**config.mk**
```make
export PLATFORM = sky130hd
export DESIGN_NAME = demux_4x_nbit_stream_flat
export DESIGN_NICKNAME = d
export VERILOG_FILES = /design/src/rtl/mux_pkg.sv /design/src/rtl/demux_4x_nbit_stream_if.sv /design/src/rtl/stream_buf_2x_nbit.sv /design/src/rtl/demux_4x_nbit_stream.sv /design/src/flat_wrapper.sv
export SDC_FILE = /design/constraint.sdc
export NUM_CORES = 1
export LEC_CHECK = 0
export CORE_MARGIN = 3
export CORE_UTILIZATION = 35
export DETAILED_ROUTE_END_ITERATION = 8
export GPL_TIMING_DRIVEN = 0
export PLACE_DENSITY = 0.68
export SLEW_MARGIN = 20
export SYNTH_ARGS = -nofsm -noshare
export SYNTH_HDL_FRONTEND = slang
export SYNTH_SLANG_ARGS = --single-unit
```
**constraint.sdc**
```tcl
create_clock -name clk -period 3.6 [get_ports clk]
set_input_delay 1.08 -clock clk [delete_from_list [all_inputs] [get_ports clk]]
set_output_delay 1.08 -clock clk [all_outputs]
set_load 0.02 [all_outputs]
```
**src/rtl/mux_pkg.sv**
```systemverilog
// Shared constants and helpers for the 4-way stream demultiplexer datapath.
// Select encoding, port count and per-output buffer depth live here.
package mux_pkg;

  localparam logic [1:0] SEL_A = 2'd0;
  localparam logic [1:0] SEL_B = 2'd1;
  localparam logic [1:0] SEL_C = 2'd2;
  localparam logic [1:0] SEL_D = 2'd3;

  localparam int NUM_PORTS = 4;
  localparam int BUF_DEPTH = 2;

  // One-hot destination decode of a 2-bit select.
  function automatic logic [NUM_PORTS-1:0] sel_decode(input logic [1:0] sel);
    logic [NUM_PORTS-1:0] onehot;
    case (sel)
      SEL_A:   onehot = 4'b0001;
      SEL_B:   onehot = 4'b0010;
      SEL_C:   onehot = 4'b0100;
      SEL_D:   onehot = 4'b1000;
      default: onehot = 4'b0000;
    endcase
    return onehot;
  endfunction

endpackage

```
**src/rtl/demux_4x_nbit_stream_if.sv**
```systemverilog
// Stream bundle of the demultiplexer: one selected input stream and four output streams.
// slave = demultiplexer side, master = producer/consumer side.
interface demux_4x_nbit_stream_if #(
  parameter int BUS_WIDTH = 8
);

  logic                 in_valid;
  logic                 in_ready;
  logic [BUS_WIDTH-1:0] in_data;
  logic [1:0]           in_sel;
  logic [3:0]           out_valid;
  logic [3:0]           out_ready;
  logic [BUS_WIDTH-1:0] a;
  logic [BUS_WIDTH-1:0] b;
  logic [BUS_WIDTH-1:0] c;
  logic [BUS_WIDTH-1:0] d;

  modport slave (
    input  in_valid, in_data, in_sel, out_ready,
    output in_ready, out_valid, a, b, c, d
  );

  modport master (
    output in_valid, in_data, in_sel, out_ready,
    input  in_ready, out_valid, a, b, c, d
  );

endinterface

```
**src/rtl/stream_buf_2x_nbit.sv**
```systemverilog
// Two-entry register FIFO; entry 0 is always the head and drives head_o directly.
// An empty buffer keeps its last head value.
module stream_buf_2x_nbit
  import mux_pkg::*;
#(
  parameter int BUS_WIDTH = 8
) (
  input  logic                 clk,
  input  logic                 rst,
  input  logic                 push_i,
  input  logic [BUS_WIDTH-1:0] push_data_i,
  input  logic                 pop_i,
  output logic                 full_o,
  output logic                 valid_o,
  output logic [BUS_WIDTH-1:0] head_o
);

  localparam logic [1:0] DEPTH = 2'(BUF_DEPTH);

  logic [BUS_WIDTH-1:0] mem0_q, mem0_d;
  logic [BUS_WIDTH-1:0] mem1_q, mem1_d;
  logic [1:0]           occ_q, occ_d;
  logic                 push_ok_s;
  logic                 pop_ok_s;

  assign push_ok_s = push_i && (occ_q != DEPTH);
  assign pop_ok_s  = pop_i && (occ_q != 2'd0);

  // Next-state of storage and occupancy for push, pop, or both together.
  always_comb begin
    mem0_d = mem0_q;
    mem1_d = mem1_q;
    occ_d  = occ_q;
    case ({push_ok_s, pop_ok_s})
      2'b10: begin
        occ_d = occ_q + 2'd1;
        if (occ_q == 2'd0) begin
          mem0_d = push_data_i;
        end else begin
          mem1_d = push_data_i;
        end
      end
      2'b01: begin
        occ_d = occ_q - 2'd1;
        if (occ_q == DEPTH) begin
          mem0_d = mem1_q;
        end else begin
          mem0_d = mem0_q;
        end
      end
      // Both only possible at occupancy 1: the new word replaces the head.
      2'b11: begin
        mem0_d = push_data_i;
      end
      default: begin
        occ_d = occ_q;
      end
    endcase
  end

  // Storage and occupancy registers with synchronous reset.
  always_ff @(posedge clk) begin
    if (rst) begin
      mem0_q <= {BUS_WIDTH{1'b0}};
      mem1_q <= {BUS_WIDTH{1'b0}};
      occ_q  <= 2'd0;
    end else begin
      mem0_q <= mem0_d;
      mem1_q <= mem1_d;
      occ_q  <= occ_d;
    end
  end

  assign full_o  = (occ_q == DEPTH);
  assign valid_o = (occ_q != 2'd0);
  assign head_o  = mem0_q;

endmodule

```
**src/rtl/demux_4x_nbit_stream.sv**
```systemverilog
// 1-to-4 stream demultiplexer: routes each input word to the buffer named by in_sel
// and counts completed transfers per output with saturating counters.
module demux_4x_nbit_stream
  import mux_pkg::*;
#(
  parameter int BUS_WIDTH = 8,
  parameter int CNT_WIDTH = 8
) (
  input  logic                 clk,
  input  logic                 rst,
  demux_4x_nbit_stream_if.slave bus,
  input  logic                 cnt_clr,
  output logic [CNT_WIDTH-1:0] cnt_a,
  output logic [CNT_WIDTH-1:0] cnt_b,
  output logic [CNT_WIDTH-1:0] cnt_c,
  output logic [CNT_WIDTH-1:0] cnt_d
);

  logic [NUM_PORTS-1:0] full_s;
  logic [NUM_PORTS-1:0] valid_s;
  logic [NUM_PORTS-1:0] push_s;
  logic [NUM_PORTS-1:0] pop_s;
  logic [BUS_WIDTH-1:0] head_s [NUM_PORTS];
  logic                 accept_s;
  logic [CNT_WIDTH-1:0] xfer_cnt_q [NUM_PORTS];
  logic [CNT_WIDTH-1:0] xfer_cnt_d [NUM_PORTS];

  // Readiness depends only on the addressed buffer's fill level, never on out_ready.
  assign bus.in_ready = !rst && !full_s[bus.in_sel];
  assign accept_s     = bus.in_valid && bus.in_ready;
  assign push_s       = accept_s ? sel_decode(bus.in_sel) : 4'b0000;
  assign pop_s        = valid_s & bus.out_ready;

  for (genvar k = 0; k < NUM_PORTS; k++) begin : g_buf
    stream_buf_2x_nbit #(
      .BUS_WIDTH(BUS_WIDTH)
    ) u_buf (
      .clk        (clk),
      .rst        (rst),
      .push_i     (push_s[k]),
      .push_data_i(bus.in_data),
      .pop_i      (pop_s[k]),
      .full_o     (full_s[k]),
      .valid_o    (valid_s[k]),
      .head_o     (head_s[k])
    );
  end

  assign bus.out_valid = valid_s;
  assign bus.a         = head_s[SEL_A];
  assign bus.b         = head_s[SEL_B];
  assign bus.c         = head_s[SEL_C];
  assign bus.d         = head_s[SEL_D];

  // Saturating transfer counters; a clear wins over a same-cycle transfer.
  always_comb begin
    for (int k = 0; k < NUM_PORTS; k++) begin
      xfer_cnt_d[k] = xfer_cnt_q[k];
      if (cnt_clr) begin
        xfer_cnt_d[k] = {CNT_WIDTH{1'b0}};
      end else if (pop_s[k] && (xfer_cnt_q[k] != {CNT_WIDTH{1'b1}})) begin
        xfer_cnt_d[k] = xfer_cnt_q[k] + CNT_WIDTH'(1);
      end else begin
        xfer_cnt_d[k] = xfer_cnt_q[k];
      end
    end
  end

  // Counter registers with synchronous reset.
  always_ff @(posedge clk) begin
    for (int k = 0; k < NUM_PORTS; k++) begin
      if (rst) begin
        xfer_cnt_q[k] <= {CNT_WIDTH{1'b0}};
      end else begin
        xfer_cnt_q[k] <= xfer_cnt_d[k];
      end
    end
  end

  assign cnt_a = xfer_cnt_q[SEL_A];
  assign cnt_b = xfer_cnt_q[SEL_B];
  assign cnt_c = xfer_cnt_q[SEL_C];
  assign cnt_d = xfer_cnt_q[SEL_D];

endmodule

```
**src/flat_wrapper.sv**
```systemverilog
// flat-port wrapper written by rule: the top's interface ports become plain ports
module demux_4x_nbit_stream_flat import mux_pkg::*;
#(
  parameter int BUS_WIDTH = 8,
  parameter int CNT_WIDTH = 8
)
  (clk, rst, cnt_clr, cnt_a, cnt_b, cnt_c, cnt_d, bus_in_valid, bus_in_data, bus_in_sel, bus_out_ready, bus_in_ready, bus_out_valid, bus_a, bus_b, bus_c, bus_d);
  demux_4x_nbit_stream_if #(.BUS_WIDTH(BUS_WIDTH)) bus_i ();
  input  logic clk;
  input  logic rst;
  input  logic cnt_clr;
  output logic [CNT_WIDTH-1:0] cnt_a;
  output logic [CNT_WIDTH-1:0] cnt_b;
  output logic [CNT_WIDTH-1:0] cnt_c;
  output logic [CNT_WIDTH-1:0] cnt_d;
  input wire logic [$bits(bus_i.in_valid)-1:0] bus_in_valid;
  input wire logic [$bits(bus_i.in_data)-1:0] bus_in_data;
  input wire logic [$bits(bus_i.in_sel)-1:0] bus_in_sel;
  input wire logic [$bits(bus_i.out_ready)-1:0] bus_out_ready;
  output wire logic [$bits(bus_i.in_ready)-1:0] bus_in_ready;
  output wire logic [$bits(bus_i.out_valid)-1:0] bus_out_valid;
  output wire logic [$bits(bus_i.a)-1:0] bus_a;
  output wire logic [$bits(bus_i.b)-1:0] bus_b;
  output wire logic [$bits(bus_i.c)-1:0] bus_c;
  output wire logic [$bits(bus_i.d)-1:0] bus_d;
  assign bus_i.in_valid = bus_in_valid;
  assign bus_i.in_data = bus_in_data;
  assign bus_i.in_sel = bus_in_sel;
  assign bus_i.out_ready = bus_out_ready;
  assign bus_in_ready = bus_i.in_ready;
  assign bus_out_valid = bus_i.out_valid;
  assign bus_a = bus_i.a;
  assign bus_b = bus_i.b;
  assign bus_c = bus_i.c;
  assign bus_d = bus_i.d;
  demux_4x_nbit_stream #(.BUS_WIDTH(BUS_WIDTH), .CNT_WIDTH(CNT_WIDTH)) u_core (.clk(clk), .rst(rst), .bus(bus_i), .cnt_clr(cnt_clr), .cnt_a(cnt_a), .cnt_b(cnt_b), .cnt_c(cnt_c), .cnt_d(cnt_d));
endmodule
```
Yosys cells after proc, flatten, opt, wreduce, memory -nomap -nowiden
Memories as Yosys holds them, arrays and structs flattened.
Index checks and enable logic that the tools add are counted.
{"block": "totals", "rom_bits": 0, "latch_bits": 0, "register_bits": 72, "mem_count": 1, "in_bits": 18, "mem_bits_rw": 32, "out_inout_bits": 69}
{"memory": "u_core.xfer_cnt_q", "words": 4, "word_bits": 8, "read_ports": 4, "rd_clocked_by_memory_dff": 0, "wr": 4, "line_no": "demux_4x_nbit_stream.sv:25", "source": "logic [CNT_WIDTH-1:0] xfer_cnt_q [NUM_PORTS];"}
{"block": "op_classes", "div": 0, "n_mux": 35, "addsub": 12, "bitwise": 9, "magnitude_cmp": 1, "n_mul": 0, "shift": 0, "eq_ne": 35, "reduce_logical": 41}
{"cell": "8-bit 2-to-1 mux", "n": 20}
{"cell": "8-bit case mux with 3 select lines", "n": 4}
{"cell": "8-bit by 1-bit adder with 8-bit output (second input constant)", "n": 4}
{"cell": "8-bit inequality test (second input constant)", "n": 4}
{"cell": "2-bit equality test (second input constant)", "n": 14}
{"cell": "2-bit inequality test (second input constant)", "n": 12}
{"cell": "2-bit case mux with 2 select lines", "n": 4}
{"cell": "4-bit case mux with 4 select lines", "n": 1}
{"cell": "2-bit nonzero test", "n": 8}
{"cell": "1-bit logical AND", "n": 14}
{"cell": "3-bit AND reduction", "n": 4}
{"cell": "3-bit nonzero test", "n": 4}
{"cell": "2-bit by 1-bit equality test with 1-bit output (second input constant)", "n": 5}
{"cell": "2-bit logical NOT", "n": 5}
{"cell": "2-bit by 1-bit adder with 2-bit output (second input constant)", "n": 4}
{"cell": "2-bit AND reduction", "n": 4}
{"cell": "2-bit by 1-bit subtractor with 2-bit output (second input constant)", "n": 4}
{"cell": "4-bit AND", "n": 1}
{"cell": "1-bit 2-to-1 mux", "n": 4}
{"cell": "4-bit 2-to-1 mux", "n": 1}
{"cell": "1-bit NOT", "n": 4}
{"cell": "1-bit OR", "n": 4}
{"cell": "2-bit by 3-bit < comparator with 1-bit output (second input constant)", "n": 1}
{"cell": "1-bit binary-select mux with 2-bit select", "n": 1}
{"cell": "1-bit logical NOT", "n": 2}

Logic depth before layout (Yosys ltp)
{"block": "depth", "word_depth": 11, "ltp_mapped": 11, "mapped_depth_nobuf": 8}

Cells and area by module
Synthesis repeated with hierarchy kept, for this count alone.
{"block": "hier_totals", "hier_cells": 560, "hier_area_um2": 5303.8}
{"module": "stream_buf_2x_nbit", "seq_area_each_um2": 360.3, "instances": 4, "area_each_um2": 920.9, "cells_each": 91}
{"module": "demux_4x_nbit_stream", "seq_area_each_um2": 640.6, "instances": 1, "area_each_um2": 1620.3, "cells_each": 196}

Least setup slack after synthesis
OpenSTA, ideal clock, no wires.
{"block": "synth_timing", "path_type": "input port to flip-flop", "start": "in bus_in_sel[0]", "end": "reg u_core.g_buf[0].u_buf.mem0_q[6]", "required_time_ps": 3521, "path_slack_ps": 397, "setup_time_ps": 79, "path_stages": 8, "arrival_ps": 3123, "path_cell_list": "or4b_4 -> or2_2 -> ha_1 -> or3_1 -> o211ai_4 -> buf_6 -> nor2_1 -> a211oi_2"}
{"block": "synth_via", "elab_chain_len": 10, "word_cells_on_any_way": 20, "classes_between": "8 x eq/ne; 5 x mux; 7 x reduce/logical"}
{"element": "start, declared", "line_no": "flat_wrapper.sv:18", "source": "input wire logic [$bits(bus_i.in_sel)-1:0] bus_in_sel;"}
{"element": "1-bit binary-select mux with 2-bit select", "line_no": "demux_4x_nbit_stream.sv:29", "source": "assign bus.in_ready = !rst && !full_s[bus.in_sel];"}
{"element": "1-bit 2-to-1 mux (not written as such)", "line_no": "demux_4x_nbit_stream.sv:29"}
{"element": "1-bit logical NOT", "line_no": "demux_4x_nbit_stream.sv:29"}
{"element": "1-bit logical AND", "line_no": "demux_4x_nbit_stream.sv:29"}
{"element": "1-bit logical AND", "line_no": "demux_4x_nbit_stream.sv:30", "source": "assign accept_s = bus.in_valid && bus.in_ready;"}
{"element": "4-bit 2-to-1 mux (*)", "line_no": "demux_4x_nbit_stream.sv:31", "source": "assign push_s = accept_s ? sel_decode(bus.in_sel) : 4'b0000;"}
{"element": "1-bit logical AND (*)", "line_no": "stream_buf_2x_nbit.sv:26", "source": "assign push_ok_s = push_i && (occ_q != DEPTH);"}
{"element": "2-bit equality test or 2-bit by 1-bit equality test with 1-bit output (tied branches)", "line_no": "stream_buf_2x_nbit.sv:34", "source": "case ({push_ok_s, pop_ok_s})"}
{"element": "2-bit inequality test (no source line) or 3-bit nonzero test (tied branches)"}
{"element": "3-bit AND reduction (no source line)"}
{"element": "end signal, assigned", "line_no": "stream_buf_2x_nbit.sv:64", "source": "mem0_q <= {BUS_WIDTH{1'b0}};"}
{"element": "end signal, assigned", "line_no": "stream_buf_2x_nbit.sv:68", "source": "mem0_q <= mem0_d;"}
{"element": "end, declared", "line_no": "stream_buf_2x_nbit.sv:20", "source": "logic [BUS_WIDTH-1:0] mem0_q, mem0_d;"}
Every way passes the cells marked *; elsewhere a longest branch is shown, timed or not. The select of a mux whose other input is x is not followed.
A chain may end at the register's enable or synchronous reset.

Worst setup path in the final report
{"block": "layout_timing", "start": "in bus_in_valid", "end": "reg u_core.g_buf[0].u_buf.mem0_q[6]"}
{"block": "layout_via", "elab_chain_len": 6, "word_cells_on_any_way": 11, "classes_between": "5 x eq/ne; 2 x mux; 4 x reduce/logical"}
{"element": "start, declared", "line_no": "flat_wrapper.sv:16", "source": "input wire logic [$bits(bus_i.in_valid)-1:0] bus_in_valid;"}
{"element": "1-bit logical AND (*)", "line_no": "demux_4x_nbit_stream.sv:30"}
{"element": "4-bit 2-to-1 mux (*)", "line_no": "demux_4x_nbit_stream.sv:31"}
{"element": "1-bit logical AND (*)", "line_no": "stream_buf_2x_nbit.sv:26"}
{"element": "2-bit equality test or 2-bit by 1-bit equality test with 1-bit output (tied branches)", "line_no": "stream_buf_2x_nbit.sv:34"}
{"element": "2-bit inequality test (no source line) or 3-bit nonzero test (tied branches)"}
{"element": "3-bit AND reduction (no source line)"}
Every way passes the cells marked *; elsewhere a longest branch is shown, timed or not.

==> out/qor.yml <==
worst_hold_slack_ns: 0.469
cpMaxStageDelayCell: "clkdlybuf4s50_1"
die_w_um: 126
grt_first_pass_wirelength_um: 21200
fin_cells: 848
tritoncts: "built"
track_usage_pct: 16.2
syn_nets: 602
synthDistinctLibCells: 49
grt_pass1_vias: 4393
cp_cell_sequence: "clkdlybuf4s50_1 > or4b_4 > or2_2 > ha_1 > or3_1 > o211ai_4 > buf_6 > nor2_1 > a211oi_2"
start_util_pct: 36.0
wl_per_cell_um: 15.4
worst_setup_path_start_kind: "input pin"
gp_congestion: 0.859
vias: 4501
path_buf_inv: 2
slew-limit-headroom_pct: 57.0
nFillCells: 1364
postRouteAntennaNets: 0
clk_pin_slew_ns: 0.07
p_per_area_mw_per_mm2: 416
synth_largest_area_cell: "dfxtp_1"
fmax_ghz: 0.289
wirelength_um: 13000
max_stage_delay_ns: 0.54
dp_hpwl_um: 9630
syn_avg_cell_area_um2: 8.82
drt_iter0_markers: 297
synthTopCellsByArea: "dfxtp_1 41%, mux2i_1 8.7%, nor2_1 8.7%"
final_hold_viol_count: 0
synth_edf_count: 0
placedCellCount: 829
numCtsBuffers: 9
ys_seq_area_share_pct: 41.4
worstMarginPinSlew_ns: 0.644
core_mm2: 0.0140
cts.sinks: 104
h-tree-depth: 3
num_rows: 43
critical_path.top_delay_family: "simple AND/OR/NAND/NOR gates"
worst-setup-path-type: "input pin to flop"
status: "finished clean"
drv_slew: 0
grt_max_degree: 20
firstDrtPassIters: 5
layout-drive-gt1-share_pct: 7.81
worstPathArrival_ns: 3.72
clkLatencyLatePin_ns: 0.34
drc: 0
fin_skew_ns: 0.00808
layout_setup_ws_ns: 0.141
clk_path_buf_depth: 2
area_growth_pct: 26.6
io_pins: 87
ys_ff_latch: 104
cts_root_buffer: "clkbuf_16"
fin_crit_ns: 3.46
maxCapViolations: 0
pre_cts_slack_ns: -1.17
p_leak_nw: 2.69
ys_async_sr_fraction_pct: 0
required_ns: 3.86
grt-ovfl-total: 0
path_max_fanout: 10
fin_nets: 692
dieArea_mm2: 0.0159
peakVddDrop_mv: 0.211
hp-class: "flop to flop"
setup_viol: 0
vias_per_cell: 5.31
grt_setup_unrepaired: "false"
synth_area_mm2: 0.00503
die_h_um: 126
yosys.area.top_type_share_pct: 41.4
antenna_found_initial: 2
endpoint_kind: "flop"
period_share_pct: 96.1
syn_inst: 571
synthFlopType: "dfxtp_1"
io_buffers: 78
ctsHoldBuffers: 0
yosysWarningCount: 0
-- per-layer routing --
layer | share of wire (%) | vias up | global-route usage (%)
li1 | - | 2232 | -
met4 | 3.2 | 0 | 8.39
met1 | 44 | 2119 | 20.3
met3 | 4.6 | 24 | 2.33
met5 | 0 | - | 0
met2 | 48 | 126 | 27.0
-- final cells by class --
cell class	count	area [um2]	area share [%]
multi-input cells	421	2750	43.2
well taps	180	225	3.53
clock buffers	10	229	3.59
inverters	9	33.8	0.530
plain buffers	36	180	2.83
flip-flops and latches	104	2080	32.7
repair buffers	80	797	12.5
clock inverters	6	68.8	1.08
diodes	2	5.00	0.0785
-- where the power goes --
group | leakage (nW) | switching [mW] | internal (mW)
registers | 0.840 | 0.0287 | 1.19
clock network | 0.143 | 0.447 | 0.544
logic | 1.71 | 0.250 | 0.191
-- stage by stage --
step / total power, mW / utilization (%) / TNS, ns / cell area [um2]
5_1_grt: 2.76 / 45.6 / 0 / 6370
2_1_floorplan: 1.52 / - / 0 / 5030
6_report: 2.65 / 45.6 / 0 / 6370
3_5_place_dp: 1.68 / 43.2 / -6.25 / 6040
3_3_place_gp: 1.67 / 43.2 / -4.60 / 6040
4_1_cts: 2.67 / 45.3 / 0 / 6340
-- Yosys cell counts, drive strengths merged (2+ instances only) --
cell type and instances:
xor2 16, nand3b 7, nor2 116, nor2b 5, and3 6, nor4 24, buf 24, nand2 17
o22a 24, xnor2 4, or3 13, or2 7, o21ai 15, mux2i 44, inv 9, a21oi 15
or4 6, a211oi 11, dfxtp 104, and3b 3, o211ai 12, nand2b 2, ha 13, nor3 32
nand3 10, clkbuf 13, nand4 5, o31ai 4
-- path summary, 6_finish.rpt --
| kind | from | to | slack (ns) | cells past startpoint |
|---|---|---|---|---|
| worst max register to register | u_core.g_buf[3].u_buf.occ_q[0] | u_core.g_buf[3].u_buf.head_o[5] | 1.00 | 11 |
| worst min-delay path | u_core.g_buf[2].u_buf.head_o[5] | u_core.g_buf[2].u_buf.head_o[5] | 0.47 | 1 |
| worst max-delay path | bus_in_valid | u_core.g_buf[0].u_buf.head_o[6] | 0.14 | 9 |
| worst min register to register | u_core.g_buf[2].u_buf.head_o[5] | u_core.g_buf[2].u_buf.head_o[5] | 0.47 | 1 |
-- layout by cell type, fill, tap and decap left out, types with 4 or more instances in the layout --
cell,n
buf_2,4
buf_4,8
o31ai_1,4
inv_1,6
nor3_1,29
dfxtp_1,104
and3_1,6
buf_1,13
o21ai_0,13
nor2b_1,5
or3_1,13
nor2_1,116
nand3_1,10
xor2_1,16
nand2_1,14
a211oi_1,8
nand4_1,5
o22a_1,24
clkdlybuf4s50_1,74
ha_1,13
a21oi_1,15
clkbuf_16,9
mux2i_1,44
clkbuf_1,12
or4_1,6
nand3b_1,7
nor4_1,24
or2_2,4
xnor2_1,4
o211ai_1,11
-- cell families after synthesis --
logic type | Yosys count | share of synthesized area (%)
simple gates | 259 | 26.1
flops | 104 | 41.4
compound gates | 84 | 12.5
buf+inv | 46 | 4.10
mux | 45 | 9.27
xor+xnor | 20 | 3.48
fa+ha+maj | 13 | 3.23
-- flip-flops by register name, indices dropped and copies added (netlist names) --
signal / cells
u_core.g_buf.u_buf.head_o: 32
u_core.g_buf.u_buf.occ_q: 8
u_core.g_buf.u_buf.mem1_q: 32
u_core.xfer_cnt_q: 32
-- what timing repair did --
action	in CTS	in global routing
resized for setup	9	2
pin swaps	0	1
setup buffers	0	2
setup endpoints to repair	1	7
(Power assumes the default switching activity.)
